===== config.mk =====
export PLATFORM = sky130hd
export DESIGN_NAME = aion_guardian_scheduler_flat
export DESIGN_NICKNAME = d
export VERILOG_FILES = /design/src/rtl/aion_guardian_scheduler_if.sv /design/src/rtl/aion_guardian_scheduler.sv /design/src/flat_wrapper.sv
export SDC_FILE = /design/constraint.sdc
export NUM_CORES = 1
export LEC_CHECK = 0
export CORE_UTILIZATION = 49
export CTS_BUF_LIST = sky130_fd_sc_hd__clkbuf_8 sky130_fd_sc_hd__clkbuf_16
export DETAILED_ROUTE_END_ITERATION = 10
export GPL_TIMING_DRIVEN = 0
export PLACE_DENSITY = 0.75
export SLEW_MARGIN = 20
export SYNTH_ARGS = -nofsm -noshare
export SYNTH_HDL_FRONTEND = slang
export SYNTH_SLANG_ARGS = --single-unit

===== constraint.sdc =====
create_clock -name clk -period 2.6 [get_ports clk]
set_input_delay 0.65 -clock clk [delete_from_list [all_inputs] [get_ports clk]]
set_output_delay 0.65 -clock clk [all_outputs]
set_load 0.03 [all_outputs]

===== src/rtl/aion_guardian_scheduler_if.sv =====
// Guardian sample streams: thermal core and geometry edge valid/ready pairs.
interface aion_guardian_scheduler_if;
  logic [31:0] core_temp;
  logic        core_valid;
  logic        core_ready;
  logic [31:0] edge_z;
  logic        edge_valid;
  logic        edge_ready;

  modport master (
    output core_temp, core_valid, edge_z, edge_valid,
    input  core_ready, edge_ready
  );

  modport slave (
    input  core_temp, core_valid, edge_z, edge_valid,
    output core_ready, edge_ready
  );
endinterface


===== src/rtl/aion_guardian_scheduler.sv =====
// Guardian safety scheduler: buffers and round-robin arbitrates the thermal and
// geometry streams into one limit comparator, debounces violations, watchdogs
// both streams and runs the SCRAM latch/acknowledge state machine.
module aion_guardian_scheduler #(
  parameter logic [31:0] MIN_DIST      = 32'h0000_2666,
  parameter logic [31:0] MAX_TEMP      = 32'h0064_0000,
  parameter int unsigned DEBOUNCE      = 3,
  parameter int unsigned STALE_TIMEOUT = 1024,
  parameter int unsigned HOLD_CYCLES   = 16
) (
  input  logic                          clk,
  input  logic                          rst_n,
  aion_guardian_scheduler_if.slave      bus,
  input  logic                          scram_ack,
  output logic                          scram_alarm,
  output logic [2:0]                    trip_cause,
  output logic [1:0]                    state
);

  localparam int unsigned WDW = $clog2(STALE_TIMEOUT + 1);
  localparam int unsigned HW  = $clog2(HOLD_CYCLES + 1);
  localparam logic [WDW-1:0] STALE_LIM = WDW'(STALE_TIMEOUT);
  localparam logic [HW-1:0]  HOLD_LIM  = HW'(HOLD_CYCLES);
  localparam logic [3:0]     DEB       = 4'(DEBOUNCE);
  localparam logic [3:0]     DEB_M1    = 4'(DEBOUNCE - 1);

  typedef enum logic [1:0] {
    ARMED   = 2'd0,
    PENDING = 2'd1,
    SCRAM   = 2'd2,
    RECOVER = 2'd3
  } fsm_t;

  fsm_t            state_q, state_d;
  logic            core_full, edge_full;
  logic [31:0]     core_buf, edge_buf;
  logic            rr_edge;
  logic            grant_core, grant_edge;
  logic            core_acc, edge_acc;
  logic            core_hi, edge_hi;
  logic            core_viol, edge_viol, core_ok, edge_ok, any_viol;
  logic [3:0]      cnt_core, cnt_edge;
  logic [WDW-1:0]  wd_core, wd_edge;
  logic            stale_any;
  logic            deb_pend, deb_scram;
  logic [HW-1:0]   hold_q, hold_d;
  logic            seen_core, seen_edge, seen_core_d, seen_edge_d;
  logic            alarm_d, clr_cnt;
  logic [2:0]      cause_d;

  // Ready is simply "holding register empty", so it is already a flop output.
  assign bus.core_ready = ~core_full;
  assign bus.edge_ready = ~edge_full;
  assign core_acc       = bus.core_valid & ~core_full;
  assign edge_acc       = bus.edge_valid & ~edge_full;

  // Arbiter: a lone entry wins; a contested cycle goes to the pointed channel.
  always_comb begin
    grant_core = core_full;
    grant_edge = edge_full;
    if (core_full && edge_full) begin
      grant_core = ~rr_edge;
      grant_edge = rr_edge;
    end
  end

  // Limit check on the granted sample; equality is safe.
  always_comb begin
    core_hi   = core_buf > MAX_TEMP;
    edge_hi   = edge_buf > MIN_DIST;
    core_viol = grant_core & core_hi;
    edge_viol = grant_edge & edge_hi;
    core_ok   = grant_core & ~core_hi;
    edge_ok   = grant_edge & ~edge_hi;
    any_viol  = core_viol | edge_viol;
    stale_any = (wd_core == STALE_LIM) | (wd_edge == STALE_LIM);
    deb_pend  = (core_viol & (cnt_core == DEB_M1)) | (edge_viol & (cnt_edge == DEB_M1));
    deb_scram = (core_viol & (cnt_core >= DEB)) | (edge_viol & (cnt_edge >= DEB));
  end

  // State register.
  always_ff @(posedge clk or negedge rst_n) begin
    if (!rst_n) state_q <= ARMED;
    else        state_q <= state_d;
  end

  // Next-state logic.
  always_comb begin
    state_d = state_q;
    case (state_q)
      ARMED: begin
        if (stale_any || deb_scram) state_d = SCRAM;
        else if (deb_pend)          state_d = PENDING;
      end
      PENDING: state_d = SCRAM;
      SCRAM: begin
        if ((hold_q >= HOLD_LIM) && scram_ack) state_d = RECOVER;
      end
      RECOVER: begin
        if (any_viol || stale_any) state_d = SCRAM;
        else if ((seen_core | core_ok) && (seen_edge | edge_ok)) state_d = ARMED;
      end
      default: state_d = ARMED;
    endcase
  end

  // Output / bookkeeping next values derived from the transition.
  always_comb begin
    alarm_d     = (state_d == SCRAM) || (state_d == RECOVER);
    clr_cnt     = (state_q == RECOVER) && (state_d == ARMED);
    cause_d     = trip_cause;
    hold_d      = hold_q;
    seen_core_d = '0;
    seen_edge_d = '0;
    // The tripping event itself is latched together with the leave-ARMED move.
    if (clr_cnt)
      cause_d = '0;
    else if ((state_q != ARMED) || (state_d != ARMED))
      cause_d = trip_cause | {stale_any, edge_viol, core_viol};
    if ((state_d == SCRAM) && (state_q != SCRAM))
      hold_d = '0;
    else if ((state_q == SCRAM) && (hold_q != HOLD_LIM))
      hold_d = hold_q + 1'b1;
    if (state_q == RECOVER) begin
      seen_core_d = seen_core | core_ok;
      seen_edge_d = seen_edge | edge_ok;
    end
  end

  // Registered outputs and FSM bookkeeping.
  always_ff @(posedge clk or negedge rst_n) begin
    if (!rst_n) begin
      scram_alarm <= 1'b0;
      trip_cause  <= '0;
      hold_q      <= '0;
      seen_core   <= 1'b0;
      seen_edge   <= 1'b0;
    end else begin
      scram_alarm <= alarm_d;
      trip_cause  <= cause_d;
      hold_q      <= hold_d;
      seen_core   <= seen_core_d;
      seen_edge   <= seen_edge_d;
    end
  end

  // Holding buffers, round-robin pointer, debounce counters and watchdogs.
  always_ff @(posedge clk or negedge rst_n) begin
    if (!rst_n) begin
      core_full <= 1'b0;
      edge_full <= 1'b0;
      core_buf  <= '0;
      edge_buf  <= '0;
      rr_edge   <= 1'b0;
      cnt_core  <= '0;
      cnt_edge  <= '0;
      wd_core   <= '0;
      wd_edge   <= '0;
    end else begin
      core_full <= core_acc | (core_full & ~grant_core);
      edge_full <= edge_acc | (edge_full & ~grant_edge);
      if (core_acc) core_buf <= bus.core_temp;
      if (edge_acc) edge_buf <= bus.edge_z;
      if (core_full && edge_full) rr_edge <= ~rr_edge;

      if (clr_cnt)                          cnt_core <= '0;
      else if (core_viol && cnt_core != 4'hF) cnt_core <= cnt_core + 4'd1;
      else if (core_ok)                     cnt_core <= '0;

      if (clr_cnt)                          cnt_edge <= '0;
      else if (edge_viol && cnt_edge != 4'hF) cnt_edge <= cnt_edge + 4'd1;
      else if (edge_ok)                     cnt_edge <= '0;

      if (core_acc)                  wd_core <= '0;
      else if (wd_core != STALE_LIM) wd_core <= wd_core + 1'b1;
      if (edge_acc)                  wd_edge <= '0;
      else if (wd_edge != STALE_LIM) wd_edge <= wd_edge + 1'b1;
    end
  end

  assign state = state_q;

endmodule


===== src/flat_wrapper.sv =====
// flat-port wrapper written by rule: the top's interface ports become plain ports
module aion_guardian_scheduler_flat 
#(
  parameter logic [31:0] MIN_DIST      = 32'h0000_2666,
  parameter logic [31:0] MAX_TEMP      = 32'h0064_0000,
  parameter int unsigned DEBOUNCE      = 3,
  parameter int unsigned STALE_TIMEOUT = 1024,
  parameter int unsigned HOLD_CYCLES   = 16
)
  (clk, rst_n, scram_ack, scram_alarm, trip_cause, state, bus_core_temp, bus_core_valid, bus_edge_z, bus_edge_valid, bus_core_ready, bus_edge_ready);
  aion_guardian_scheduler_if bus_i ();
  input  logic clk;
  input  logic rst_n;
  input  logic scram_ack;
  output logic scram_alarm;
  output logic [2:0] trip_cause;
  output logic [1:0] state;
  input wire logic [$bits(bus_i.core_temp)-1:0] bus_core_temp;
  input wire logic [$bits(bus_i.core_valid)-1:0] bus_core_valid;
  input wire logic [$bits(bus_i.edge_z)-1:0] bus_edge_z;
  input wire logic [$bits(bus_i.edge_valid)-1:0] bus_edge_valid;
  output wire logic [$bits(bus_i.core_ready)-1:0] bus_core_ready;
  output wire logic [$bits(bus_i.edge_ready)-1:0] bus_edge_ready;
  assign bus_i.core_temp = bus_core_temp;
  assign bus_i.core_valid = bus_core_valid;
  assign bus_i.edge_z = bus_edge_z;
  assign bus_i.edge_valid = bus_edge_valid;
  assign bus_core_ready = bus_i.core_ready;
  assign bus_edge_ready = bus_i.edge_ready;
  aion_guardian_scheduler #(.MIN_DIST(MIN_DIST), .MAX_TEMP(MAX_TEMP), .DEBOUNCE(DEBOUNCE), .STALE_TIMEOUT(STALE_TIMEOUT), .HOLD_CYCLES(HOLD_CYCLES)) u_core (.clk(clk), .rst_n(rst_n), .bus(bus_i), .scram_ack(scram_ack), .scram_alarm(scram_alarm), .trip_cause(trip_cause), .state(state));
endmodule

# After elaboration in Yosys (flattened, before gate mapping)
# Index checks and enable logic that the tools add are counted.
[totals]
ff_bits = 110
in_bits = 69
output_inout_bits = 8
word_cells = 114
[classes]
addsub = 5
order_cmp = 5
eq_ne = 15
n_mux = 24
bitwise_logic = 28
n_reduce_logical = 22
[ops]
columns = ["op", "n"]
rows = [
  ["$mux W11", 4],
  ["$gt A32 B14 Y1 const B", 1],
  ["$gt A32 B23 Y1 const B", 1],
  ["$mux W4", 6],
  ["$add A11 B1 Y11 const B", 2],
  ["$eq A11 B11 Y1 const B", 2],
  ["$ne A11 B11 Y1 const B", 2],
  ["$and A1 B1 Y1", 12],
  ["$reduce_bool A2 Y1", 6],
  ["$mux W2", 5],
  ["$mux W5", 2],
  ["$add A4 B1 Y4 const B", 2],
  ["$eq A2 B2 Y1 const B", 4],
  ["$eq A4 B2 Y1 const B", 2],
  ["$ge A4 B2 Y1 const B", 2],
  ["$logic_and A1 B1 Y1", 8],
  ["$ne A4 B4 Y1 const B", 2],
  ["$or A1 B1 Y1", 8],
  ["$pmux W2 S4", 1],
  ["$not A1 Y1", 7],
  ["$mux W3", 2],
  ["$reduce_bool A3 Y1", 2],
  ["$add A5 B1 Y5 const B", 1],
  ["$ge A5 B5 Y1 const B", 1],
  ["other kinds (7)", 14],
]

# Longest topological paths before layout
[logic_depth]
depth_word = 12
depth_mapped = 9
ltp_nobuf = 8

# Worst setup path after synthesis
# Ideal clock, no wire load.
[synth_path]
kind = "register to register"
start = "register u_core.edge_buf[8]"
end = "register u_core.trip_cause[1]"
setup_time_ns = 0.141
t_arrival_ns = 2.328
t_required_ns = 2.459
path_slack_ns = 0.131
stages_incl_launch_ff = 8
path_buffers = 1
synth_period_minus_slack_ns = 2.469
path_cell_list = "dfrtp_1 -> or4_1 -> o41a_1 -> a2111oi_4 -> a21oi_2 -> nor4_4 -> buf_4 -> a211oi_1"
[synth_between]
elab_chain_cells = 11
word_cells_on_any_way = 26
classes_between = "order compare: 1; mux: 7; bitwise: 10; reduce/logical: 8"
[synth_lines]
columns = ["item", "line_no", "source"]
rows = [
  ["from (decl)", "aion_guardian_scheduler.sv:36", "logic [31:0] core_buf, edge_buf;"],
  ["from (signal assigned)", "aion_guardian_scheduler.sv:163", "if (edge_acc) edge_buf <= bus.edge_z;"],
  ["$gt A32 B14 Y1 *", "aion_guardian_scheduler.sv:70", "edge_hi = edge_buf > MIN_DIST;"],
  ["$not A1 Y1", "aion_guardian_scheduler.sv:74", "edge_ok = grant_edge & ~edge_hi;"],
  ["$and A1 B1 Y1", "aion_guardian_scheduler.sv:74", ""],
  ["$or A1 B1 Y1", "aion_guardian_scheduler.sv:101", "else if ((seen_core | core_ok) && (seen_edge | edge_ok)) state_d = ARMED;"],
  ["$logic_and A1 B1 Y1", "aion_guardian_scheduler.sv:101", ""],
  ["$mux W2", "aion_guardian_scheduler.sv:101", ""],
  ["$mux W2", "aion_guardian_scheduler.sv:100", "if (any_viol || stale_any) state_d = SCRAM;"],
  ["$pmux W2 S4", "aion_guardian_scheduler.sv:90", "case (state_q)"],
  ["$logic_not A2 Y1 or $reduce_bool A2 Y1 (tied branches)", "aion_guardian_scheduler.sv:110, aion_guardian_scheduler.sv:118", ""],
  ["$logic_and A1 B1 Y1 or $logic_or A1 B1 Y1 (tied branches)", "aion_guardian_scheduler.sv:110, aion_guardian_scheduler.sv:118", ""],
  ["$mux W3 or $reduce_bool A2 Y1 (tied branches)", "n/a", ""],
  ["to (signal assigned)", "aion_guardian_scheduler.sv:140", "trip_cause <= cause_d;"],
  ["to (decl)", "aion_guardian_scheduler.sv:16", "output logic [2:0] trip_cause,"],
]
# Every way passes the cells marked *; elsewhere a longest branch is shown, timed or not. The select of a mux whose other input is x is not followed.
# A chain may end at the register's enable or synchronous reset.

# Final worst setup path
[layout_path]
start = "register u_core.edge_buf[8]"
end = "register u_core.hold_q[3]"
[layout_between]
elab_chain_cells = 11
word_cells_on_any_way = 22
classes_between = "order compare: 1; eq/ne: 1; mux: 6; bitwise: 9; reduce/logical: 5"
[layout_lines]
columns = ["item", "line_no", "source"]
rows = [
  ["$gt A32 B14 Y1 *", "aion_guardian_scheduler.sv:70", ""],
  ["$not A1 Y1", "aion_guardian_scheduler.sv:74", ""],
  ["$and A1 B1 Y1", "aion_guardian_scheduler.sv:74", ""],
  ["$or A1 B1 Y1", "aion_guardian_scheduler.sv:101", ""],
  ["$logic_and A1 B1 Y1", "aion_guardian_scheduler.sv:101", ""],
  ["$mux W2", "aion_guardian_scheduler.sv:101", ""],
  ["$mux W2", "aion_guardian_scheduler.sv:100", ""],
  ["$pmux W2 S4 *", "aion_guardian_scheduler.sv:90", ""],
  ["$eq A2 B2 Y1 *", "aion_guardian_scheduler.sv:120", "if ((state_d == SCRAM) && (state_q != SCRAM))"],
  ["$logic_and A1 B1 Y1 *", "aion_guardian_scheduler.sv:120", ""],
  ["$mux W5 or $reduce_bool A2 Y1 (tied branches)", "n/a", ""],
  ["to (signal assigned)", "aion_guardian_scheduler.sv:141", "hold_q <= hold_d;"],
  ["to (decl)", "aion_guardian_scheduler.sv:46", "logic [HW-1:0] hold_q, hold_d;"],
]
# Every way passes the cells marked *; elsewhere a longest branch is shown, timed or not.

==> results.toml <==
[outcome]
outcome = "complete, but fails checks"
violations = "setup timing"

[global_routing]
antenna_found_initial = 0
grt_pass1_wl_um = 15500
grt_start_max_net_pins = 75
grt_pass1_vias = 3424
grt.overflow.total = 0
grt_util_all_layers_pct = 19.0

[synth]
synth_cell_types = 47
synth.area.top_cells = "dfrtp_1 (55%), mux2_2 (14%), nor2_1 (3.2%)"
syn-instance-count = 422
yosysWarnings = 0
syn_area_mm2 = 0.00498
synth_area_per_cell_um2 = 11.8
async_flop_share_pct = 100
synth_top_area_share_pct = 55.2
synth-edff-count = 0
ys.flop_type = "dfrtp_1"
syn_nets = 501
synth_top_cell_by_area = "dfrtp_1"
ys_seq_area_share_pct = 55.2
synth-seq-cells = 110

[power_and_ir_drop]
clkPwrFrac_pct = 23.4
ir_worst_vdd_uv = 490
p_int_uw = 3620
p_switching_uw = 1610
total_power_uw = 5220
combPwrFrac_pct = 27.5
switching_share_pct = 30.8
leakage_uw = 0.00261
pwr_density_cell_mw_per_mm2 = 830
seqPwrFrac_pct = 49.1

[floorplan]
start_util_pct = 50.8
core_mm2 = 0.00982
die_h_um = 103
die_x_um = 103
io_pins = 77
rows = 36
dieArea_mm2 = 0.0106

[detailed_routing]
drt-total-wl_um = 9240
drtIter0Drc = 128
num_vias = 3524
drtAntennaViolNets = 0
via_per_inst = 5.36
drc_errors = 0
first_pass_iters = 4
post_drt_wl_per_cell_um = 14.1

[setup_path]
critPathKind = "reg -> reg"
end_kind = "flip-flop"
reg2regPathDepth = 7
r2r_slack_ps = -5
rr_endpoint = "u_core.hold_q[3]$_DFFE_PN0P_"
worst_ep_required_time_ps = 2900
worstPathMaxFanout = 6
r2r-start = "u_core.edge_buf[8]$_DFFE_PN0P_"
critPathArrivalTime_ps = 2900
start_kind = "flip-flop"

[finish]
fillCellCount = 814
drive_gt1_share_pct = 19.7
fin_cells = 657
diodes = 0
final_core_util_pct = 64.1
layout.nets = 598
area_growth_pct = 26.3

[min_path]
hold_path_class = "in -> async"

[placed_design]
io_buffers = 76
gp_congestion = 0.772
dp_hpwl_um = 6750
dp.cells = 632

[clock_tree]
cts.sinks = 110
numCtsBuffers = 9
cts_buffer_depth = 2
clk_pin_slew_ps = 100
h-tree-depth = 3
root_buffer = "clkbuf_8"
cts_tree = "done"
ctsHoldBuffers = 0
insertion_delay_ps = 370

[timing]
timing.fmax_mhz = 384
slew_headroom_pct = 59.8
setup_viol = 1
rsz0062_at_grt = "yes"
hold_violations = 0
fin_ws_ps = -5.47
finalCriticalPeriod_ps = 2610
worstMarginPinSlew_ps = 600
whs_ps = 162
clock_skew_ps = 11.3
slew_violations = 0
min_period_over_period_pct = 100

[run]
cap_violations = 0
[power by group through the flow]
| stage | combinational [uW] | clock [uW] | sequential [uW] |
|---|---|---|---|
| finish | 1440 | 1220 | 2560 |
| global route | 1610 | 1300 | 2640 |
| CTS | 1410 | 1250 | 2560 |
| detailed placement | 1380 | 0 | 2600 |
| global placement | 1320 | 0 | 2570 |
| floorplan | 1010 | 0 | 2510 |
[kinds of logic after synthesis]
logic type               count (synthesis)  synth area share (%)
buffers and inverters                   26                  2.03
multiplexers                            64                  14.5
AND/OR/NAND/NOR                        137                  14.4
XOR/XNOR                                21                  3.69
adder cells (fa/ha/maj)                 10                  2.51
flip-flops                             110                  55.2
AO/OA/AOI/OAI                           54                  7.66
[layer usage]
| metal | track usage, % | share of wire, % | up-vias | wire, um |
|---|---|---|---|---|
| met4 | 8.45 | 1.6 | 0 | 152 |
| met5 | 0 | 0 | - | 0 |
| met1 | 26.2 | 48 | 1742 | 4400 |
| met3 | 3.39 | 3.9 | 10 | 363 |
| li1 | - | - | 1709 | - |
| met2 | 29.6 | 47 | 63 | 4320 |
[worst max path at each step]
stage               depth (start not counted)                          endpoint  slack [ps]                            from
CTS                                         7      u_core.hold_q[4]$_DFFE_PN0P_           8  u_core.edge_buf[8]$_DFFE_PN0P_
floorplan                                   7  u_core.trip_cause[1]$_DFFE_PN0P_         130  u_core.edge_buf[8]$_DFFE_PN0P_
global route                                7      u_core.hold_q[4]$_DFFE_PN0P_        -120  u_core.edge_buf[8]$_DFFE_PN0P_
detailed placement                          7  u_core.trip_cause[1]$_DFFE_PN0P_        -160  u_core.edge_buf[8]$_DFFE_PN0P_
finish                                      7      u_core.hold_q[3]$_DFFE_PN0P_          -5  u_core.edge_buf[8]$_DFFE_PN0P_
global placement                            1    u_core.core_buf[4]$_DFFE_PN0P_       -3260                           rst_n
[final cells by class]
cell class,instances,area [um2],area share (%)
Tap cell,133,166,2.64
Sequential cell,110,2750,43.7
Inverter,14,52.6,0.835
Timing Repair Buffer,87,865,13.7
Clock buffer,10,138,2.19
Clock inverter,6,109,1.73
Buffer,11,48.8,0.775
Multi-Input combinational cell,286,2160,34.4
[repair_timing]
item	4_1_cts	5_1_grt
setup endpoints to repair	17	19
setup buffers	5	5
resized for setup	2	4
pin swaps	3	9
[sequential cells by signal (all words and copies together), names as in the netlist, 2 cells and up]
register,count
u_core.core_buf,32
u_core.wd_edge,11
u_core.wd_core,11
u_core.cnt_core,4
u_core.cnt_edge,4
u_core.trip_cause,3
u_core.edge_buf,32
u_core.hold_q,5
u_core.state,2
[Yosys cell counts (7+ instances only)]
cell type,n
dfrtp_1,110
mux2_2,64
nor2_1,43
nand2_1,20
nand3_1,18
a21oi_1,17
xor2_1,15
inv_1,14
nor4_1,11
ha_1,10
a31oi_1,8
o21ai_0,8
clkbuf_1,7
[layout by cell type (no fill, tap or decap), types with 5 or more instances in the layout]
cell / instances
a31oi_1: 8
nand2_1: 20
nand3_1: 18
o21ai_0: 8
xnor2_1: 6
nand2b_1: 5
nor4_1: 11
clkdlybuf4s50_1: 75
clkbuf_1: 6
nand4_1: 6
a21oi_1: 17
xor2_1: 15
ha_1: 10
dfrtp_1: 110
nor2_1: 43
mux2_2: 64
inv_1: 14
buf_4: 10
nand3b_1: 5
clkbuf_8: 10
[worst max-delay path, cell delays in order (launching register included)]
cell	delay, ps
dfrtp_1	390
or4_1	510
o41a_1	460
a2111oi_4	290
buf_4	190
nor2_4	70
a221o_2	450
a31oi_1	180
[metrics by stage]
stage / setup TNS [ps] / setup slack [ps] / cell area, um2
floorplan: 0 / 131 / 4980
global placement: -359790 / -3260 / 5910
detailed placement: -3660 / -158 / 5940
CTS: 0 / 8.08 / 6230
global route: -1920 / -122 / 6290
finish: -5.47 / -5.47 / 6290
Power figures use the tool's default switching activity.
